**src/rtl/fetch_pkg.sv**
```systemverilog
// Shared types and constants for the instruction fetch stage.
// fetch_entry_t is one instruction-queue entry: fetch PC, instruction word and
// the fetch-error flag. ENTRY_W is its packed width, which the queue uses for its
// flat ports.
package fetch_pkg;

    typedef struct packed {
        logic [31:0] pc;
        logic [31:0] instr;
        logic        err;
    } fetch_entry_t;

    localparam int unsigned INSTR_BYTES = 4;
    localparam logic [31:0] NOP_INSTR   = 32'h0000_0013;
    localparam int unsigned ENTRY_W     = $bits(fetch_entry_t);

endpackage

```
**src/rtl/fetch_fifo.sv**
```systemverilog
// Synchronous instruction queue of fetch_entry_t.
// Ports:
//   clk_i, rst_ni  clock and synchronous active-low reset (clears all storage)
//   push_i         write wdata_i at the tail
//   pop_i          drop the head entry
//   flush_i        empty the queue; takes priority over push and pop
//   wdata_i        entry to write
//   head_o         entry at the head, taken straight from storage
//   count_o        number of occupied entries
// DEPTH must be a power of two so that the pointers wrap naturally.
module fetch_fifo
    import fetch_pkg::*;
#(
    parameter int unsigned DEPTH = 2,
    localparam int unsigned PTR_W = $clog2(DEPTH),
    localparam int unsigned CNT_W = PTR_W + 1
) (
    input  logic               clk_i,
    input  logic               rst_ni,
    input  logic               push_i,
    input  logic               pop_i,
    input  logic               flush_i,
    input  logic [ENTRY_W-1:0] wdata_i,
    output logic [ENTRY_W-1:0] head_o,
    output logic [CNT_W-1:0]   count_o
);

    localparam logic [CNT_W-1:0] DEPTH_C = CNT_W'(DEPTH);

    fetch_entry_t     mem_q [DEPTH];
    fetch_entry_t     mem_d [DEPTH];
    logic [PTR_W-1:0] rd_ptr_q, rd_ptr_d;
    logic [PTR_W-1:0] wr_ptr_q, wr_ptr_d;
    logic [CNT_W-1:0] count_q, count_d;

    always_comb begin
        mem_d    = mem_q;
        rd_ptr_d = rd_ptr_q;
        wr_ptr_d = wr_ptr_q;
        count_d  = count_q;
        if (flush_i) begin
            rd_ptr_d = '0;
            wr_ptr_d = '0;
            count_d  = '0;
        end else begin
            if (push_i) begin
                mem_d[wr_ptr_q] = fetch_entry_t'(wdata_i);
                wr_ptr_d        = wr_ptr_q + PTR_W'(1);
            end
            if (pop_i) begin
                rd_ptr_d = rd_ptr_q + PTR_W'(1);
            end
            case ({push_i, pop_i})
                2'b10:   count_d = count_q + CNT_W'(1);
                2'b01:   count_d = count_q - CNT_W'(1);
                default: count_d = count_q;
            endcase
        end
    end

    always_ff @(posedge clk_i) begin
        if (!rst_ni) begin
            for (int unsigned i = 0; i < DEPTH; i++) begin
                mem_q[i] <= '0;
            end
            rd_ptr_q <= '0;
            wr_ptr_q <= '0;
            count_q  <= '0;
        end else begin
            mem_q    <= mem_d;
            rd_ptr_q <= rd_ptr_d;
            wr_ptr_q <= wr_ptr_d;
            count_q  <= count_d;
        end
    end

    always_ff @(posedge clk_i) begin
        if (rst_ni && !flush_i) begin
            assert (!(pop_i && count_q == '0));
            assert (!(push_i && !pop_i && count_q == DEPTH_C));
        end
    end

    assign head_o  = mem_q[rd_ptr_q];
    assign count_o = count_q;

endmodule

```
**src/rtl/instr_fetch.sv**
```systemverilog
// Instruction fetch stage: owns the PC, addresses the combinational program
// memory, and queues {pc, instr, err} entries for decode.
// Ports:
//   clk_i, rst_ni     clock and synchronous active-low reset
//   pc_o              registered fetch address to program memory
//   mem_data_i        instruction word for pc_o (same cycle)
//   redirect_i        single-cycle redirect request; flushes the queue
//   redirect_pc_i     redirect target
//   instr_valid_o     head entry valid
//   instr_ready_i     decode accepts the head
//   instr_o           head instruction (NOP when fetch_err_o)
//   instr_pc_o        head PC
//   fetch_err_o       head fetched out of range (or misaligned)
// Build option FETCH_MISALIGN_CHECK_EN: a misaligned redirect target is kept
// unmasked and the first entry fetched from it is flagged as an error.
module instr_fetch
    import fetch_pkg::*;
#(
    parameter logic [31:0] RESET_PC   = 32'h0000_0000,
    parameter int unsigned MEM_BYTES  = 128,
    parameter int unsigned FIFO_DEPTH = 2
) (
    input  logic        clk_i,
    input  logic        rst_ni,
    output logic [31:0] pc_o,
    input  logic [31:0] mem_data_i,
    input  logic        redirect_i,
    input  logic [31:0] redirect_pc_i,
    output logic        instr_valid_o,
    input  logic        instr_ready_i,
    output logic [31:0] instr_o,
    output logic [31:0] instr_pc_o,
    output logic        fetch_err_o
);

    localparam int unsigned CNT_W   = $clog2(FIFO_DEPTH) + 1;
    localparam logic [CNT_W-1:0] DEPTH_C = CNT_W'(FIFO_DEPTH);
    localparam logic [31:0] LAST_PC = 32'(MEM_BYTES - INSTR_BYTES);

    logic [31:0]      pc_q, pc_d;
    logic [31:0]      target;
    logic             bad_align;
    logic             push, pop, err;
    logic [CNT_W-1:0] count;
    fetch_entry_t     wentry, head;

`ifdef FETCH_MISALIGN_CHECK_EN
    logic misalign_q, misalign_d;

    // Sticky until the flagged entry is pushed or another redirect arrives.
    always_comb begin
        misalign_d = misalign_q;
        if (redirect_i) begin
            misalign_d = |redirect_pc_i[1:0];
        end else if (push) begin
            misalign_d = 1'b0;
        end
    end

    always_ff @(posedge clk_i) begin
        if (!rst_ni) begin
            misalign_q <= 1'b0;
        end else begin
            misalign_q <= misalign_d;
        end
    end

    assign target    = redirect_pc_i;
    assign bad_align = misalign_q;
`else
    logic unused_low_bits;
    assign unused_low_bits = ^redirect_pc_i[1:0];
    assign target    = {redirect_pc_i[31:2], 2'b00};
    assign bad_align = 1'b0;
`endif

    assign instr_valid_o = (count != '0);
    assign pop  = instr_valid_o & instr_ready_i;
    // A pop frees its slot in the same cycle, so a full queue can still push.
    assign push = !redirect_i & ((count < DEPTH_C) | pop);
    assign err  = (pc_q > LAST_PC) | bad_align;

    always_comb begin
        wentry.pc    = pc_q;
        wentry.instr = err ? NOP_INSTR : mem_data_i;
        wentry.err   = err;
        pc_d = pc_q;
        if (redirect_i) begin
            pc_d = target;
        end else if (push) begin
            pc_d = pc_q + 32'(INSTR_BYTES);
        end
    end

    always_ff @(posedge clk_i) begin
        if (!rst_ni) begin
            pc_q <= RESET_PC;
        end else begin
            pc_q <= pc_d;
        end
    end

    fetch_fifo #(
        .DEPTH (FIFO_DEPTH)
    ) u_fifo (
        .clk_i   (clk_i),
        .rst_ni  (rst_ni),
        .push_i  (push),
        .pop_i   (pop),
        .flush_i (redirect_i),
        .wdata_i (wentry),
        .head_o  (head),
        .count_o (count)
    );

    assign pc_o        = pc_q;
    assign instr_o     = head.instr;
    assign instr_pc_o  = head.pc;
    assign fetch_err_o = head.err;

endmodule

```
**config.mk**
```make
export PLATFORM = sky130hd
export DESIGN_NAME = instr_fetch
export DESIGN_NICKNAME = d
export VERILOG_FILES = /design/src/rtl/fetch_pkg.sv /design/src/rtl/fetch_fifo.sv /design/src/rtl/instr_fetch.sv
export SDC_FILE = /design/constraint.sdc
export NUM_CORES = 1
export LEC_CHECK = 0
export ABC_AREA = 0
export CORE_ASPECT_RATIO = 0.5
export CORE_UTILIZATION = 25
export CTS_BUF_LIST = sky130_fd_sc_hd__clkbuf_4
export CTS_CLUSTER_SIZE = 20
export DETAILED_ROUTE_END_ITERATION = 6
export GPL_ROUTABILITY_DRIVEN = 0
export PLACE_DENSITY = 0.5
export SLEW_MARGIN = 30
export SYNTH_ARGS = -nofsm -noshare
export SYNTH_HDL_FRONTEND = slang
export SYNTH_SLANG_ARGS = --single-unit
```
**constraint.sdc**
```tcl
create_clock -name clk_i -period 1.8 [get_ports clk_i]
set_input_delay 0.18 -clock clk_i [delete_from_list [all_inputs] [get_ports clk_i]]
set_output_delay 0.18 -clock clk_i [all_outputs]
set_load 0.02 [all_outputs]
```
== Word-level counts from Yosys, hierarchy flattened ==
Index checks and enable logic that the tools add are counted.

* Register bits: 166
* Input port bits: 68
* Word-level logic and storage cells: 47

* $add $sub $neg: 5
* Magnitude comparators: 5
* Equality and inequality tests: 2
* Muxes and demuxes: 10
* Bitwise logic cells: 7
* Reductions and logical operators: 7

{| class="wikitable"
|+ Operators by type and width
! cell !! number
|-
| $mux 65 || 4
|-
| $bwmux 130 || 1
|-
| $mux 32 || 3
|-
| $demux 65 s1 || 1
|-
| $add 32x3->32 const B || 1
|-
| $gt 32x7->1 const B || 1
|-
| $reduce_bool 2->1 || 3
|-
| $ge 2x2->1 const B || 2
|-
| $not 1->2 || 2
|-
| $pmux 2 s2 || 1
|-
| $add 1x1->1 const B || 2
|-
| $add 2x1->2 const B || 1
|-
| $and 1x1->1 || 2
|-
| $eq 2x1->1 const B || 1
|-
| $eq 2x2->1 const B || 1
|-
| $lt 2x1->1 const B || 1
|-
| $lt 2x2->1 const B || 1
|-
| $not 1->1 || 2
|-
| $reduce_and 2->1 || 1
|-
| $reduce_or 2->1 || 1
|-
| $sub 2x1->2 const B || 1
|-
| $logic_and 1x1->1 || 1
|-
| $logic_not 1->1 || 1
|-
| $or 1x1->1 || 1
|}

== Longest topological paths before layout ==
* Depth in word-level cells: 6
* Gate-level depth with buffers: 7
* Depth with buffers taken out: 6

== Modules after synthesis ==
A second synthesis with hierarchy kept.

* Cell total of the unflattened synthesis: 948
* Area, all modules: 8026.4 µm²

{| class="wikitable"
|+ By module, submodules not included
! module !! instances !! cells an instance !! area each (µm²)
|-
| fetch_fifo || 1 || 655 || 5771.8
|-
| instr_fetch || 1 || 293 || 2254.7
|}

== Worst setup path after synthesis ==
Ideal clock, no wire load.

* Path type: flip-flop to flip-flop
* Start: reg pc_q[10], in the netlist pc_o[10]
* End: reg pc_q[29], in the netlist pc_o[29]
* Setup time: 0.074 ns
* Arrival: 1.815 ns
* Path slack: -0.089 ns
* Cell stages (with the launch flop): 6
* Clock period less this slack: 1.889 ns
* Cells stage by stage: dfxtp_1 > buf_2 > nand4_4 > or4_4 > or4_1 > a31oi_1

* Cells in the longest elaborated chain, start to end: 3

{| class="wikitable"
|+ RTL lines
! item !! line !! text
|-
| from (decl) || instr_fetch.sv:40 || <nowiki>logic [31:0] pc_q, pc_d;</nowiki>
|-
| from (signal assigned) || instr_fetch.sv:99 || <nowiki>pc_q <= pc_d;</nowiki>
|-
| $add 32x3->32 || instr_fetch.sv:91 || <nowiki>pc_d = pc_q + 32'(INSTR_BYTES);</nowiki>
|-
| $mux 32 || instr_fetch.sv:90 || <nowiki>end else if (push) begin</nowiki>
|-
| $mux 32 || instr_fetch.sv:88 || <nowiki>if (redirect_i) begin</nowiki>
|}

No other way between the ends. The select of a mux whose other input is x is not followed.
A chain may end at the register's enable or synchronous reset.

== Worst setup path after layout ==
* Start: reg u_fifo.rd_ptr_q
* End: out instr_o[13]

* Cells in the longest elaborated chain, start to end: 4

{| class="wikitable"
|+ RTL lines
! item !! line !! text
|-
| from (decl) || fetch_fifo.sv:32 || <nowiki>logic [PTR_W-1:0] rd_ptr_q, rd_ptr_d;</nowiki>
|-
| from (signal assigned) || fetch_fifo.sv:71 || <nowiki>rd_ptr_q <= rd_ptr_d;</nowiki>
|-
| $not 1->2 (implied by the code) || fetch_fifo.sv:84 || <nowiki>assign head_o = mem_q[rd_ptr_q];</nowiki>
|-
| $mux 65 (implied by the code) (3 in series) || fetch_fifo.sv:84 ||
|-
| to (decl) || instr_fetch.sv:31 || <nowiki>output logic [31:0] instr_o,</nowiki>
|}

No other way between the ends. The select of a mux whose other input is x is not followed.

==> flow_summary.toml <==
[run_status]
outcome = "finished, violations left"
failed_checks = "negative setup slack"

[synthesis]
count_of_flip_flops_with_a_built_in_enable_after_synthesis = 0
synth_flop_cell = "sky130_fd_sc_hd__dfxtp_1"
synth_top_family_by_area = "simple AND/OR/NAND/NOR gates"
yosys-top-cells-area = "sky130_fd_sc_hd__dfxtp_1 (41%), sky130_fd_sc_hd__a21boi_0 (9.9%), sky130_fd_sc_hd__nand2_1 (9.2%), sky130_fd_sc_hd__mux2_2 (9.0%), sky130_fd_sc_hd__nand4_1 (5.6%)"
synth_compound_gate_area_share_pct = 17.49
synth.avg_cell_area_um2 = 8.477
netlist_top_cells_count = "sky130_fd_sc_hd__nand2_1 (194), sky130_fd_sc_hd__dfxtp_1 (160), sky130_fd_sc_hd__a21boi_0 (104), sky130_fd_sc_hd__clkbuf_1 (76), sky130_fd_sc_hd__nand4_1 (71)"
postSynthCellCount = 930
ys_ff_latch = 160
synth_xor_xnor_area_share_pct = 1.222
synth_cell_types = 50
post_synth_fa_ha_maj_area_fraction_pct = 0.3174
ys.warnings.count = 0
post_synth_instance_area_mm2 = 0.007884
ys_async_sr_fraction_pct = 0
yosysTopAreaCell = "sky130_fd_sc_hd__dfxtp_1"
synth.top_cell.area_share_pct = 40.63
synth_mux_area_share_pct = 8.999
synth_seq_area_share_pct = 40.63
synth_simple_gate_area_share_pct = 23.60
leading_cell_type_by_number_of_instances_after_synthesis = "sky130_fd_sc_hd__nand2_1"

[setup_path]
regToRegSetupSlack_ns = -0.03
timing.critical_path.fanout_max = 5
rr_worst_depth = 4
critical_path.reg2reg.startpoint = "u_fifo.count_o[1]"
worstSetupEndpointType = "output port"
cp_launch_type = "register"
crit_arrival_ns = 1.84
type_of_the_setup_path_with_the_least_slack = "register to output port"
cp.required_ns = 1.62
r2r-end = "pc_o[29]"

[global_routing]
use_met3_pct = 3.993
pin_count_of_the_biggest_net_entering_global_routing = 76
grt_busiest_layer = "met2"
grt.total_usage_pct = 16.41
first_global_vias = 7370
met2_usage_pct = 27.59
met1_usage_pct = 20.92
grt_overflow = 0
grt_first_pass_wirelength_mm = 40.84
number_of_antenna_violations_at_the_first_check_in_global_routing = 1

[cells_and_area]
final.fill_count = 3059
areaGrowthSynthToFinish_pct = 46.53
finalNetCount = 1178
final_area_mm2 = 0.01155
layout-drive-gt1-share_pct = 29.71

[clocking]
cts-buffers-inserted = 17
worstSkewPairLatency_ns = 0.60
cts_sinks = 160
htree_levels = 4
ctsRootBufferMaster = "sky130_fd_sc_hd__clkbuf_4"
cts_max_path_buffers = 2
cts_tree = "done"
path_clk_slew_ns = 0.14

[power]
power_mw = 7.548
pwr_density_cell_mw_per_mm2 = 653.4
static-leakage-power_nw = 4.341
ir_worst_vdd_mv = 0.3942

[die]
fp.dieArea_mm2 = 0.03229
fp-row-count = 45
fp.coreArea_mm2 = 0.03069
io-pin-count = 166
chipHeight_um = 127.6
die_width_um = 253.1
initial_core_util_pct = 25.69

[timing]
final_critical_path_setup_slack_ns = -0.2237
fmaxAchievable_ghz = 0.4941
finalHoldViolCount = 0
finalMaxSlewViolations = 0
setup_viol = 64
period_needed_ns = 2.024
fin_crit_sh_pct = 112.4
whs_ns = 0.1721
finClkSkew_ns = 0.03054
rsz0062_at_grt = "true"

[placed_design]
dp_hpwl_mm = 17.48
placement.cell_area_mm2 = 0.01035
port-buffer-count = 159

[worst_hold_path]
hold-path-endpoint = "u_fifo.mem_q[32]"
hold_start = "mem_data_i[31]"
hold_path_cells = 3
timing.hold.worst.class = "input pin to register"

[route]
finalWirelength_mm = 27.86
via_count = 7460
drt_drc_violations_left = 0
routedWlPerCell_um = 18.03
dr.first_iter.drc_count = 409
ant_nets = 0
post_drt_via_cell_ratio = 4.828
first_pass_iters = 4

[flow_run]
max_cap_viol_count = 0
==> routing by layer <==
| layer | part of all wire (%) | vias to the layer above |
|---|---|---|
| met2 | 49 | 162 |
| met3 | 3.7 | 24 |
| li1 | - | 3605 |
| met4 | 1.4 | 0 |
| met1 | 45 | 3669 |
| met5 | 0 | - |
==> flip-flops by register name (all words and copies together) (netlist names) <==
name	cells
u_fifo.count_o	2
u_fifo.mem_q	126
u_fifo.wr_ptr_q	1
pc_o	30
u_fifo.rd_ptr_q	1
==> kinds of logic (layout without fill, tap and decap cells) <==
group / count (synthesis) / after routing
other cells: 1 / 5
fa+ha+maj: 2 / 2
compound gates: 195 / 195
buf+inv: 125 / 313
xor+xnor: 11 / 11
flops: 160 / 160
mux: 63 / 63
simple gates: 373 / 373
==> final cells by class <==
cell class	count	area (um2)	share of cell area, %
antenna	1	2.502	0.02166
multi-input combinational	648	4451	38.52
clock inverter	13	168.9	1.462
tap	423	529.3	4.581
timing repair buffer	278	2994	25.92
sequential	160	3253	28.16
clock buffer	19	142.6	1.235
inverter	3	11.26	0.09748
==> layout by cell type, fill, tap and decap left out, types with 12 or more instances in the layout <==
master / synthesis / final
sky130_fd_sc_hd__nand2_1: 194 / 194
sky130_fd_sc_hd__dfxtp_1: 160 / 138
sky130_fd_sc_hd__buf_4: 34 / 79
sky130_fd_sc_hd__nand4_1: 71 / 71
sky130_fd_sc_hd__a21boi_0: 104 / 67
sky130_fd_sc_hd__clkdlybuf4s50_1: 0 / 64
sky130_fd_sc_hd__buf_6: 0 / 60
sky130_fd_sc_hd__mux2_4: 0 / 53
sky130_fd_sc_hd__a21boi_1: 14 / 50
sky130_fd_sc_hd__o21ai_0: 32 / 32
sky130_fd_sc_hd__dlygate4sd2_1: 0 / 24
sky130_fd_sc_hd__buf_12: 0 / 21
sky130_fd_sc_hd__clkbuf_4: 0 / 19
sky130_fd_sc_hd__nand3_1: 19 / 15
sky130_fd_sc_hd__dfxtp_2: 0 / 13
sky130_fd_sc_hd__nor2_1: 12 / 12
==> worst max-delay path: stages (launching register included) <==
cell and delay, ns:
sky130_fd_sc_hd__dfxtp_4 0.38, sky130_fd_sc_hd__buf_12 0.13, sky130_fd_sc_hd__buf_12 0.13, sky130_fd_sc_hd__clkbuf_16 0.16, sky130_fd_sc_hd__mux2_4 0.32, sky130_fd_sc_hd__buf_6 0.13
==> where the power goes <==
group	total [mW]	internal, mW	switching [mW]
Clock	2.42	1.11	1.31
Combinational	1.40	0.681	0.721
Sequential	3.72	3.64	0.0801
==> worst max path at each step <==
stage,startpoint,end,cells past startpoint
global placement,instr_ready_i,pc_o[13],6
finish,u_fifo.rd_ptr_q,instr_o[13],5
CTS,u_fifo.rd_ptr_q,instr_o[14],5
global route,u_fifo.rd_ptr_q,instr_o[13],5
floorplan,pc_o[18],pc_o[29],5
detailed placement,instr_ready_i,pc_o[13],6
==> metrics by stage <==
| step | cells | setup TNS [ns] | util, % | worst slack (ns) |
|---|---|---|---|---|
| 4_1_cts | 1530 | -16.15 | 35.32 | -0.3107 |
| 3_5_place_dp | 1482 | -22.27 | 33.73 | -0.4053 |
| 5_1_grt | 1545 | -18.70 | 37.65 | -0.3454 |
| 6_report | 1545 | -10.82 | 37.65 | -0.2237 |
| 3_3_place_gp | 1482 | -20.54 | 33.73 | -0.4168 |
| 2_1_floorplan | 933 | 0 | - | 0.001849 |
==> timing repair <==
item / 4_1_cts / 5_1_grt
buffers inserted: 10 / 6
cloned: 5 / 10
hold buffers: 1 / 0
pin swaps: 2 / 26
endpoints found under the hold margin: 24 / 0
resized for setup: 371 / 180
endpoints found under the setup margin: 159 / 141
(Power assumes the default switching activity.)
